**config.mk**
```make
export PLATFORM = sky130hd
export DESIGN_NAME = nlms_mem_arbiter
export DESIGN_NICKNAME = d
export VERILOG_FILES = /design/src/rtl/nlms_mem_arbiter.sv
export SDC_FILE = /design/constraint.sdc
export NUM_CORES = 1
export LEC_CHECK = 0
export BUFFER_PORTS_ARGS = -buffer_cell sky130_fd_sc_hd__buf_4
export CORE_AREA = 2 2 92 94
export CTS_CLUSTER_SIZE = 16
export DETAILED_ROUTE_END_ITERATION = 10
export DIE_AREA = 0 0 94 96
export PLACE_DENSITY_LB_ADDON = 0.12
export SLEW_MARGIN = 25
export SYNTH_ARGS = -nofsm -noshare
export SYNTH_HDL_FRONTEND = slang
export SYNTH_SLANG_ARGS = --single-unit
```
**constraint.sdc**
```tcl
create_clock -name ACLK -period 2.3 [get_ports ACLK]
set_clock_uncertainty 0.1 [all_clocks]
set_input_delay 0.115 -clock ACLK [delete_from_list [all_inputs] [get_ports ACLK]]
set_output_delay 0.115 -clock ACLK [all_outputs]
set_load 0.05 [all_outputs]
```
**src/rtl/nlms_mem_arbiter.sv**
```systemverilog
// Two-requester burst arbiter for the NLMS shared single-port RAM (m0 = AXI slave, m1 = filter core).
// Optional watchdog release: define NLMS_ARB_TIMEOUT_EN (limit TMO_CYC cycles).
module nlms_mem_arbiter #(
  parameter int ADDR_W  = 10,
  parameter int DATA_W  = 32,
  parameter int TMO_CYC = 64
) (
  input  logic              ACLK,
  input  logic              ARESETN,
  input  logic              m0_req,
  input  logic              m0_we,
  input  logic              m0_last,
  input  logic [ADDR_W-1:0] m0_addr,
  input  logic [DATA_W-1:0] m0_wdata,
  output logic              m0_gnt,
  output logic              m0_rvalid,
  output logic [DATA_W-1:0] m0_rdata,
  input  logic              m1_req,
  input  logic              m1_we,
  input  logic              m1_last,
  input  logic [ADDR_W-1:0] m1_addr,
  input  logic [DATA_W-1:0] m1_wdata,
  output logic              m1_gnt,
  output logic              m1_rvalid,
  output logic [DATA_W-1:0] m1_rdata,
  output logic              mem_en,
  output logic              mem_we,
  output logic [ADDR_W-1:0] mem_addr,
  output logic [DATA_W-1:0] mem_wdata,
  input  logic [DATA_W-1:0] mem_rdata,
  output logic              arb_err
);

  typedef enum logic [1:0] {IDLE, OWN0, OWN1} state_t;

  state_t            state, nxt;
  logic              prio, prio_nxt;
  logic              acc0, acc1, rel, tmo;
  logic [DATA_W-1:0] rdata0_q, rdata1_q;

  assign acc0   = m0_req & m0_gnt;
  assign acc1   = m1_req & m1_gnt;
  assign mem_en = acc0 | acc1;
  assign rel    = (acc0 & m0_last) | (acc1 & m1_last) | tmo;

  always_comb begin
    mem_we    = 1'b0;
    mem_addr  = '0;
    mem_wdata = '0;
    if (m0_gnt) begin
      mem_we    = acc0 & m0_we;
      mem_addr  = m0_addr;
      mem_wdata = m0_wdata;
    end else if (m1_gnt) begin
      mem_we    = acc1 & m1_we;
      mem_addr  = m1_addr;
      mem_wdata = m1_wdata;
    end
  end

  // prio holds the last released owner; prio=0 lets m1 win the next tie.
  always_comb begin
    nxt      = state;
    prio_nxt = prio;
    case (state)
      IDLE: begin
        if (m0_req && m1_req) nxt = prio ? OWN0 : OWN1;
        else if (m0_req)      nxt = OWN0;
        else if (m1_req)      nxt = OWN1;
      end
      OWN0: if (rel) begin
        prio_nxt = 1'b0;
        nxt      = m1_req ? OWN1 : IDLE;
      end
      OWN1: if (rel) begin
        prio_nxt = 1'b1;
        nxt      = m0_req ? OWN0 : IDLE;
      end
      default: nxt = IDLE;
    endcase
  end

  always_ff @(posedge ACLK or negedge ARESETN) begin
    if (!ARESETN) begin
      state     <= IDLE;
      prio      <= 1'b0;
      m0_gnt    <= 1'b0;
      m1_gnt    <= 1'b0;
      m0_rvalid <= 1'b0;
      m1_rvalid <= 1'b0;
      rdata0_q  <= '0;
      rdata1_q  <= '0;
    end else begin
      state     <= nxt;
      prio      <= prio_nxt;
      m0_gnt    <= (nxt == OWN0);
      m1_gnt    <= (nxt == OWN1);
      m0_rvalid <= acc0 & ~m0_we;
      m1_rvalid <= acc1 & ~m1_we;
      if (m0_rvalid) rdata0_q <= mem_rdata;
      if (m1_rvalid) rdata1_q <= mem_rdata;
    end
  end

  // RAM data arrives the cycle after the read beat; the held copy covers the other cycles.
  assign m0_rdata = m0_rvalid ? mem_rdata : rdata0_q;
  assign m1_rdata = m1_rvalid ? mem_rdata : rdata1_q;

`ifdef NLMS_ARB_TIMEOUT_EN
  localparam int CNT_W = (TMO_CYC > 1) ? $clog2(TMO_CYC) : 1;

  logic [CNT_W-1:0] tmo_cnt;

  assign tmo     = (state != IDLE) && !mem_en && (tmo_cnt == CNT_W'(TMO_CYC - 1));
  assign arb_err = tmo;

  always_ff @(posedge ACLK or negedge ARESETN) begin
    if (!ARESETN)                     tmo_cnt <= '0;
    else if (mem_en || nxt != state)  tmo_cnt <= '0;
    else if (state != IDLE)           tmo_cnt <= tmo_cnt + 1'b1;
  end
`else
  logic unused_tmo;

  assign tmo        = 1'b0;
  assign arb_err    = 1'b0;
  assign unused_tmo = (TMO_CYC != 0);
`endif

endmodule

```
; Yosys cells after proc, flatten, opt, wreduce, memory -nomap -nowiden
; Cells that the tools add are included.
[totals]
regBits = 71
latch_bits = 0
ramBits = 0
mem_bits_ro = 0
inputBits = 124
out_inout_bits = 113
wordCells = 50
memories = 0
[classes]
add_sub_neg = 0
mul = 0
div = 0
order_cmp = 0
n_eq_ne = 6
shifts = 0
n_mux = 20
n_bitwise = 12
n_reduce_logical = 4
[op_table]
columns = op, n
row1 = $mux 32, 4
row2 = $mux 10, 2
row3 = $mux 2, 7
row4 = $and 1x1->1, 8
row5 = $pmux 2 s3, 1
row6 = $mux 1, 5
row7 = $eq 2x1->1 const B, 2
row8 = $eq 2x2->1 const B, 2
row9 = $ne 2x2->1 const B, 2
row10 = $reduce_and 3->1, 1
row11 = $logic_not 2->1, 1
row12 = $not 1->1, 2
row13 = $or 1x1->1, 2
row14 = $pmux 1 s2, 1
row15 = $reduce_bool 2->1, 1
row16 = $logic_and 1x1->1, 1

; Depth between registers and ports, before layout
; Gate-level depths: netlist of the first run.
[logic_depth]
ltp_word = 6
mapped_depth = 4
depth_no_buf = 3

; Worst setup path after synthesis of the first run
; Ideal clock, no wire load.
[synth_timing]
path_kind = register to output
startpoint = reg m0_gnt
endpoint = out mem_we
t_arrival_ns = 2.062
t_required_ns = 2.085
setup_slack_ns = 0.023
path_stages_with_launch = 4
path_buffers = 2
path_cell_list = dfrtp_1 > buf_6 > buf_2 > o21ai_0
[synth_via]
elab_chain_len = 3
[synth_rtl]
columns = element, line_no
row1 = from (decl), 15  ; output logic m0_gnt,
row2 = from (signal assigned), 96  ; m0_gnt <= (nxt == OWN0);
row3 = $and 1x1->1, 41  ; assign acc0 = m0_req & m0_gnt;
row4 = $and 1x1->1, 51  ; mem_we = acc0 & m0_we;
row5 = $mux 1 *, 50  ; if (m0_gnt) begin
row6 = to (decl), 27  ; output logic mem_we,
; Mark *: on every way between the ends. The rest lies on a longest branch, timed or not.

; Final worst setup path of the first run
[layout_timing]
startpoint = reg m1_gnt
endpoint = out mem_wdata[28]
[layout_via]
elab_chain_len = 2
[layout_rtl]
columns = element, line_no
row1 = from (decl), 23  ; output logic m1_gnt,
row2 = from (signal assigned), 97  ; m1_gnt <= (nxt == OWN1);
row3 = $mux 32, 54  ; end else if (m1_gnt) begin
row4 = $mux 32, 50
row5 = to (decl), 29  ; output logic [DATA_W-1:0] mem_wdata,
; Every way passes these cells.

==> results of run 1 <==
final cells by class:
class                   instances  area [µm²]
well taps                     105       131.4
inverters                       4       15.01
fillers                       602        2500
clock buffers                   9       123.9
flip-flops and latches         71        1777
clock inverters                 6       37.54
multi-input cells             132        1257
repair buffers                277        2210
kinds of logic (layout without fill, tap and decap cells):
logic type      count (synthesis)  after routing  synth area share (%)
compound gates                 51             51                 13.81
flops                          71             71                 56.51
other cells                     1              1                0.1193
mux                            64             64                 22.92
buf+inv                        23            296                 3.581
simple gates                   16             16                 3.064
worst max path at each step:
| stage | start | endpoint | slack [ps] | cells after the start |
|---|---|---|---|---|
| global placement | m1_rvalid | m1_rdata[0] | 810 | 3 |
| floorplan | m0_gnt | mem_we | 20 | 3 |
| CTS | m1_gnt | mem_wdata[30] | 360 | 4 |
| global route | m1_gnt | mem_wdata[22] | 240 | 4 |
| detailed placement | m1_gnt | mem_wdata[30] | 740 | 4 |
| finish | m1_gnt | mem_wdata[28] | 380 | 4 |
worst min-delay path: cells and delay by family:
kind	cells	cell delay, ps
buf+inv	1	140
compound gates	1	110
simple gates	1	70
power by group:
group          internal [W]  leakage [nW]  switching [W]  total, W
combinational       0.00223          1.82        0.00478   0.00701
sequential          0.00185         0.846       0.000183   0.00204
clock              0.000383        0.0890       0.000456  0.000839
flip-flops by register name, summed over array words and instances, names as in the netlist:
name       flops
prio           1
m0_rvalid      1
rdata0_q      32
state          2
m1_gnt         1
rdata1_q      32
m0_gnt         1
m1_rvalid      1
metal layers:
layer,wire length (µm),global-route usage (%)
met1,4540,30.32
met2,4958,33.51
met3,856,8.771
met4,171,6.643
met5,0,0
stage by stage:
step                hold WS, ps  total power (W)
floorplan                -280.6         0.006984
global placement          182.0         0.008957
detailed placement        195.5         0.009032
CTS                       19.93         0.009963
global route              57.70          0.01034
finish                    50.61         0.009885
timing repair:
| action | CTS | global route |
|---|---|---|
| endpoints found under the hold margin | 137 | 0 |
| hold buffers | 37 | 0 |
| gates resized for setup | 0 | 0 |
layout by cell type, fill, tap and decap left out, drive strengths merged:
cell type    count
a21oi            1
a22o            42
mux2            64
dlygate4sd3     37
nor2b            1
nand3            7
nor2             2
o311ai           1
dfrtp           71
clkbuf           9
conb             1
nand2            4
buf            240
a2111o           1
inv              5
nand4            1
o2111ai          1
a221oi           2
o21ai            3
clkinv           5
and2             1
==> results.txt, run 1 <==
- The die covers 0.009024 mm².
* Synth Net Count: 350
- The tightest min-delay check is of the in2reg type.
* Data arrival, critical path: 1700 ps
- Top cells by count, synth: 71 x dfrtp_1, 60 x mux2_2, 42 x a22o_1
- Nets: 619
* Outcome: complete, no violations
- Adding up every negative setup slack in the final design gives 0 ps.
* Startpoint class of the critical path: flop
- The initial utilization of the core area, before any placement, comes to 39.05%.
* Total Routed Length: 10530 µm
- After clock tree synthesis, the clock-pin slew on the worst setup and hold paths is 70 ps.
- Share of Yosys cell area claimed by the top area cell type: 56.51%
- Antenna violations before repair: 0
* Kind of cell adding the most delay to the critical path: buffers and inverters
* Number of different library cells in the post-synthesis netlist: 24
* Highest achievable clock rate: 521.5 MHz
* Top cells by area, synth: dfrtp_1 57%, mux2_2 21%, a22o_1 12%
- Initial DRC Count: 82
- Measured along the x axis, the die boundary spans 94 µm.
* Combined buffer and inverter count along the critical path: 2
* Number of standard cells in the final layout excluding fillers: 604
* Count of flip-flops with a built-in enable after synthesis: 0
- At the end of the flow the core is filled with cells to 68.95%.
* Top fanout value on the critical path: 38
- Data on the critical path is required at its endpoint by 2090 ps.
* Vias per std cell: 4.868
* Length in cells of the worst reg-to-reg path: 4
- Total setup violations reported at the end of the flow: 0
- First-pass GRT wire length: 15190 µm
* Port Buf Inserts: 235
- Pwr Density: 1781 mW/mm²
- For this design the static power due to leakage is 2.759 nW.
* Total clock sinks: 71
- After detailed routing, the number of remaining DRC violations is 0.
- H-Tree Level Count: 3
- Once placement completed, the tool counted placed cells totaling 552.
- Sequential fraction of the synthesis area: 56.51%
- Worst Max-Slew Pin Slew: 869.7 ps
- The worst register-to-register path ends at m0_rvalid.
* Count of cells along the worst hold path: 3
* Final slew viol count: 0
* CTS root buf: clkbuf_8
- HP Start: m0_req
- Entering global routing, the biggest net connects 72 pins.
- Critical path capture point type: output port
- The path with the worst hold slack has its endpoint at state[0].
- The tool flagged a number of max-cap violations equal to 0.
- Reg-to-reg critical path startpoint: m0_gnt
- Area of the mapped netlist: 0.003144 mm²
* Minimum clock period after layout: 1917 ps
- Row generation in the floorplan step produced 33 rows.
- Overflow after GRT: 0
- HPWL after DPL: 7822 µm
* Post-synthesis cell count: 226
* Reg2reg setup slack: 760 ps
- FFs w/ async S/R, synth: 100.0%
* Critical-path cell with the highest stage delay: dfrtp_1
- Global routing used 22.42% of the available tracks across all layers.
- Standard cell core area: 0.008051 mm²
* Ratio of final minimum period to clock period: 83.37%
- For this run, the detailed router's first-pass iteration total came to 5.
- Count of pins on the block boundary: 237
- Clock latency of the later-clocked register in the worst-skew pair: 340 ps
- The area growth from synthesis to layout is 76.56%.
* Mean routed wirelength per cell: 17.43 µm
- Routability-driven placement congestion ratio: 0.8136
- Synth Warn #: 0
- Antenna cells: 0
- Among all flip-flop cells after synthesis, the most frequent one is dfrtp_1.
* Avg Cell Area, Syn: 13.91 µm²
* Max IR drop VDD: 1.189 mV
* Top-count cell post-synth: dfrtp_1
* CTS tree: done
- The count of nets left with antenna violations once routing finished came out at 0.
- Placement Setup Slack: 742.3 ps
- Num CTS Buffers: 9
- After routing the design area is 0.005552 mm².
* Setup slack after layout: 382.6 ps
- Largest area contributor in the synthesized netlist: dfrtp_1
- The synthesized design contains 71 register bits.
- Cells with a size suffix above 1 make up 63.93% of the layout.
- The number of setup buffers added after CTS is 0.
- Headroom to the max-slew limit came out at 42.02%.
- By startpoint and endpoint, the worst setup path is classified as reg2out.
* Vertical die dimension: 96 µm
- CP max stage delay: 420 ps
- Counting along the longest clock path gives a buffer depth of 2.
* Vias in the first global route: 2930
- Setup repair after global routing left no endpoint under its margin.
- Walking the worst path, the cells encountered are nor2b_2 -> buf_12 -> a22o_1 -> buf_4.
- Number of hold-slack violations in the final timing report: 0
- Vias post-DR: 2940
- After detailed placement, the total cell area comes to 0.005020 mm².
Note: power is estimated with default switching activity, not from simulation.
==> run 2: changes to the inputs <==
--- a/config.mk
+++ b/config.mk
@@ -5,11 +5,12 @@
 export SDC_FILE = /design/constraint.sdc
 export NUM_CORES = 1
 export LEC_CHECK = 0
+export ABC_AREA = 1
 export BUFFER_PORTS_ARGS = -buffer_cell sky130_fd_sc_hd__buf_4
-export CORE_AREA = 2 2 92 94
+export CORE_ASPECT_RATIO = 0.9
+export CORE_UTILIZATION = 41
 export CTS_CLUSTER_SIZE = 16
 export DETAILED_ROUTE_END_ITERATION = 10
-export DIE_AREA = 0 0 94 96
 export PLACE_DENSITY_LB_ADDON = 0.12
 export SLEW_MARGIN = 25
 export SYNTH_ARGS = -nofsm -noshare
==> constraint.sdc (replaced) <==
create_clock -name ACLK -period 1.9 [get_ports ACLK]
set_clock_uncertainty 0.1 [all_clocks]
set_input_delay 0.095 -clock ACLK [delete_from_list [all_inputs] [get_ports ACLK]]
set_output_delay 0.095 -clock ACLK [all_outputs]
set_load 0.05 [all_outputs]
==> run 2 against run 1 <==
Wire length decreased by 0.70%. Utilization grew 5.8 points. Global-route usage is 2.3 points higher. Non-clock buffer count increased by 6. Flip-flop and latch count is the same. Register-to-register slack lost 510 ps. Synthesized cell count increased by 4.4%. Area after synthesis increased by 3.9%. Clock power rose by 39%. Critical path type unchanged. Largest cell class unchanged.
==> results.txt, run 2 <==
* Top cells by count, synth: 71 x dfrtp_1, 53 x mux2_2, 42 x a22o_1
- Hold path endpoint: state[1]
* Clock transition at path regs: 70 ps (about the same)
- Classification of the worst setup path: reg2out
- Floorplan row count: 30 (-9.1%)
* Antenna cells: 0 (unchanged)
* Nets: 636 (+2.7%)
- Total Routed Length: 10450 µm (-0.70%)
- The width of the die came to 96.08 µm (+2.2%).
- Total setup violations reported at the end of the flow: 0 (unchanged)
- Number of different library cells in the post-synthesis netlist: 13 (-46%)
- Data arrival, critical path: 1570 ps (-130 ps)
- Post_cts resized: 0 (unchanged)
- The first-pass GRT wire length came to 15080 µm (-0.72%).
- Count of flip-flops with a built-in enable after synthesis: 0 (unchanged)
* Vertical die dimension: 86.67 µm (-9.7%)
- The worst reg-to-reg setup slack came to 250 ps (-510 ps).
* Cell leakage power: 2.887 nW (+4.6%)
- Finished Cell Area: 0.005693 mm² (+2.5%)
- The final total negative setup slack came to 0 ps (unchanged).
- Post-synthesis cell count: 236 (+4.4%)
- DRC violation count after routing: 0 (unchanged)
- The highest fanout seen on the critical path was 46 (+21%).
* Pin count of the biggest net entering global routing: 47 (-35%)
* Overall routing resource usage: 24.73% (+2.3 points)
- Layout cells sized above 1: 62.79% (-1.1 points)
* Pwr Density: 2135 mW/mm² (+20%)
- The area of placed instances is 0.005079 mm² (+1.2%).
- Initial DRC Count: 122 (+49%)
- Mean routed wirelength per cell: 17.08 µm (-2.0%)
* Number of flip-flops and latches in the synthesized netlist: 71 (unchanged)
- CTS root buf: clkbuf_8
- The net count of the mapped netlist is 360 (+2.9%).
- The core area was 0.007620 mm² (-5.4%).
* Largest registers in the final layout: rdata0_q x32, rdata1_q x32, state x2
- The endpoint identified for the worst register-to-register timing path is m0_rvalid.
* Highest achievable clock rate: 567.0 MHz
- Setup repair after global routing left no endpoint under its margin.
- Critical path capture point type: output port
* Detailed Routing Iterations Pass 1: 4 (-1)
- The total die area is 0.008326 mm² (-7.7%).
- Reg-to-reg critical path startpoint: m0_gnt
* Overflow after GRT: 0 (unchanged)
- The number of vias in the routed layout came to 2968 (+0.95%).
* Antenna violations before repair: 0 (unchanged)
- The H-tree level count was 3 (unchanged).
* Area of the mapped netlist: 0.003266 mm² (+3.9%)
- Total clock sinks: 71 (unchanged)
- Number of hold-slack violations in the final timing report: 0 (unchanged)
* Startpoint class of the critical path: flop
- The maximum buffer depth of the clock tree is 2 (unchanged).
- The detailed-route vias per instance came to 4.850 (-0.37%).
- The total number of yosys warnings was 0 (unchanged).
- Data required time of the worst path: 1700 ps (-390 ps)
* Avg Cell Area, Syn: 13.84 µm² (-0.54%)
* Count of pins on the block boundary: 237 (unchanged)
- Most common cell after layout, fill and taps aside: buf_4
* Num CTS Buffers: 9 (unchanged)
- The reported max-cap violation count is 0 (unchanged).
* Top cells by area, synth: dfrtp_1 54%, mux2_2 18%, a22o_1 11%
- The initial standard-cell utilization of the core is 42.86% (+3.8 points).
- HP Start: m1_last
- The final weighted congestion in routability-driven placement came to 0.8100 (-0.44%).
- Top-count cell post-synth: dfrtp_1
- Most used flip-flop cell after synthesis: dfrtp_1
* Port Buf Inserts: 235 (unchanged)
- The number of global-route vias before repair was 2960 (+1.0%).
- The maximum ir drop on the vdd rail is 1.812 mV (+52%).
- Number of fill cells in the layout: 540 (-10%)
* CTS tree: done
* Outcome: complete, no violations
- Util after Layout: 74.71% (+5.8 points)
- Final slew viol count: 0 (unchanged)
- The depth of the worst hold-timing path was 4 (+1).
* Length in cells of the worst reg-to-reg path: 4 (unchanged)
- Layout overhead on the synthesized area: 74.33%
* Remaining antenna violation count after routing: 0 (unchanged)
* Clock latency of the later-clocked register in the worst-skew pair: 330 ps (about the same)
* FFs w/ async S/R, synth: 100.0% (unchanged)
- Classification of the worst-slack hold path: in2reg
- Minimum clock period after layout: 1764 ps
- The top cell types in the final layout, fill and taps aside, are 239 x buf_4, 71 x dfrtp_1, 53 x mux2_2.
* Ratio of final minimum period to clock period: 92.83%
* Sequential fraction of the synthesis area: 54.41% (-2.1 points)
- Largest area contributor in the synthesized netlist: dfrtp_1
- HPWL after DPL: 7819 µm (about the same)
- Share of Yosys cell area claimed by the top area cell type: 54.41% (-2.1 points)
[run 2: cell types whose count changed in the layout (fill, tap and decap cells not counted), sizes merged, moves of 2 or more]
cell and change:
a221oi -2, buf +4, clkinv -3, clkinvlp +2
dlygate4sd3 +2, nand2 +11, nand3 +5, nor2 +6
o21ai -3
[run 2: worst max-delay path: stages (launching register included)]
cell and delay [ps]:
dfrtp_1 490, buf_12 260, a22o_1 240, buf_4 220
[run 2: kinds of logic after synthesis]
group | Yosys count | synth area share [%]
other cells | 1 | 0.1148
flops | 71 | 54.41
compound gates | 42 | 11.26
simple gates | 35 | 4.981
buf+inv | 23 | 5.901
mux | 64 | 23.33
[run 2: power breakdown]
group	total (W)	leakage [nW]	internal (W)	switching (W)
Sequential	0.00248	0.852	0.00224	0.000234
Combinational	0.00851	1.94	0.00280	0.00571
Clock	0.00117	0.0944	0.000634	0.000536
[run 2: what timing repair did]
| action | 4_1_cts | 5_1_grt |
|---|---|---|
| hold endpoints to repair | 140 | 0 |
| hold buffers | 39 | 0 |
| setup endpoints to repair | 0 | 30 |
| buffers inserted | 0 | 2 |
[run 2: per-layer routing]
layer / track usage, % / part of all wire [%]
met1: 31.19 / 41
met5: 0 / 0
met4: 6.649 / 0.71
met3: 7.895 / 7.4
met2: 40.81 / 51
[run 2: how the worst max path moves through the flow]
stage / startpoint / end / slack (ps) / depth (start not counted)
floorplan: m1_gnt / mem_wdata[10] / 140 / 4
global placement: m0_gnt / mem_wdata[31] / 450 / 4
detailed placement: m0_gnt / mem_wdata[18] / 410 / 4
CTS: m0_gnt / mem_wdata[18] / 50 / 4
global route: m1_gnt / mem_addr[7] / 40 / 5
finish: m0_gnt / mem_wdata[8] / 140 / 3
[run 2: cell type report]
type                            instances  area [µm²]  share of cell area (%)
Tap cell                               96       120.1                   2.110
Sequential cell                        71        1777                   31.21
Clock inverter                          5       58.81                   1.033
Inverter                                5       18.77                  0.3297
Multi-Input combinational cell        142        1296                   22.77
Timing Repair Buffer                  283        2285                   40.13
Clock buffer                           10       137.6                   2.418
[run 2: stage by stage]
stage	worst slack, ps	instances	hold slack (ps)	power, W
6_report	136.3	612	114.7	0.01215
5_1_grt	44.47	612	128.2	0.01268
4_1_cts	45.31	610	79.98	0.01216
3_5_place_dp	412.7	556	-60.61	0.01089
3_3_place_gp	446.6	556	-60.63	0.01078
2_1_floorplan	139.4	236	-300.6	0.008558
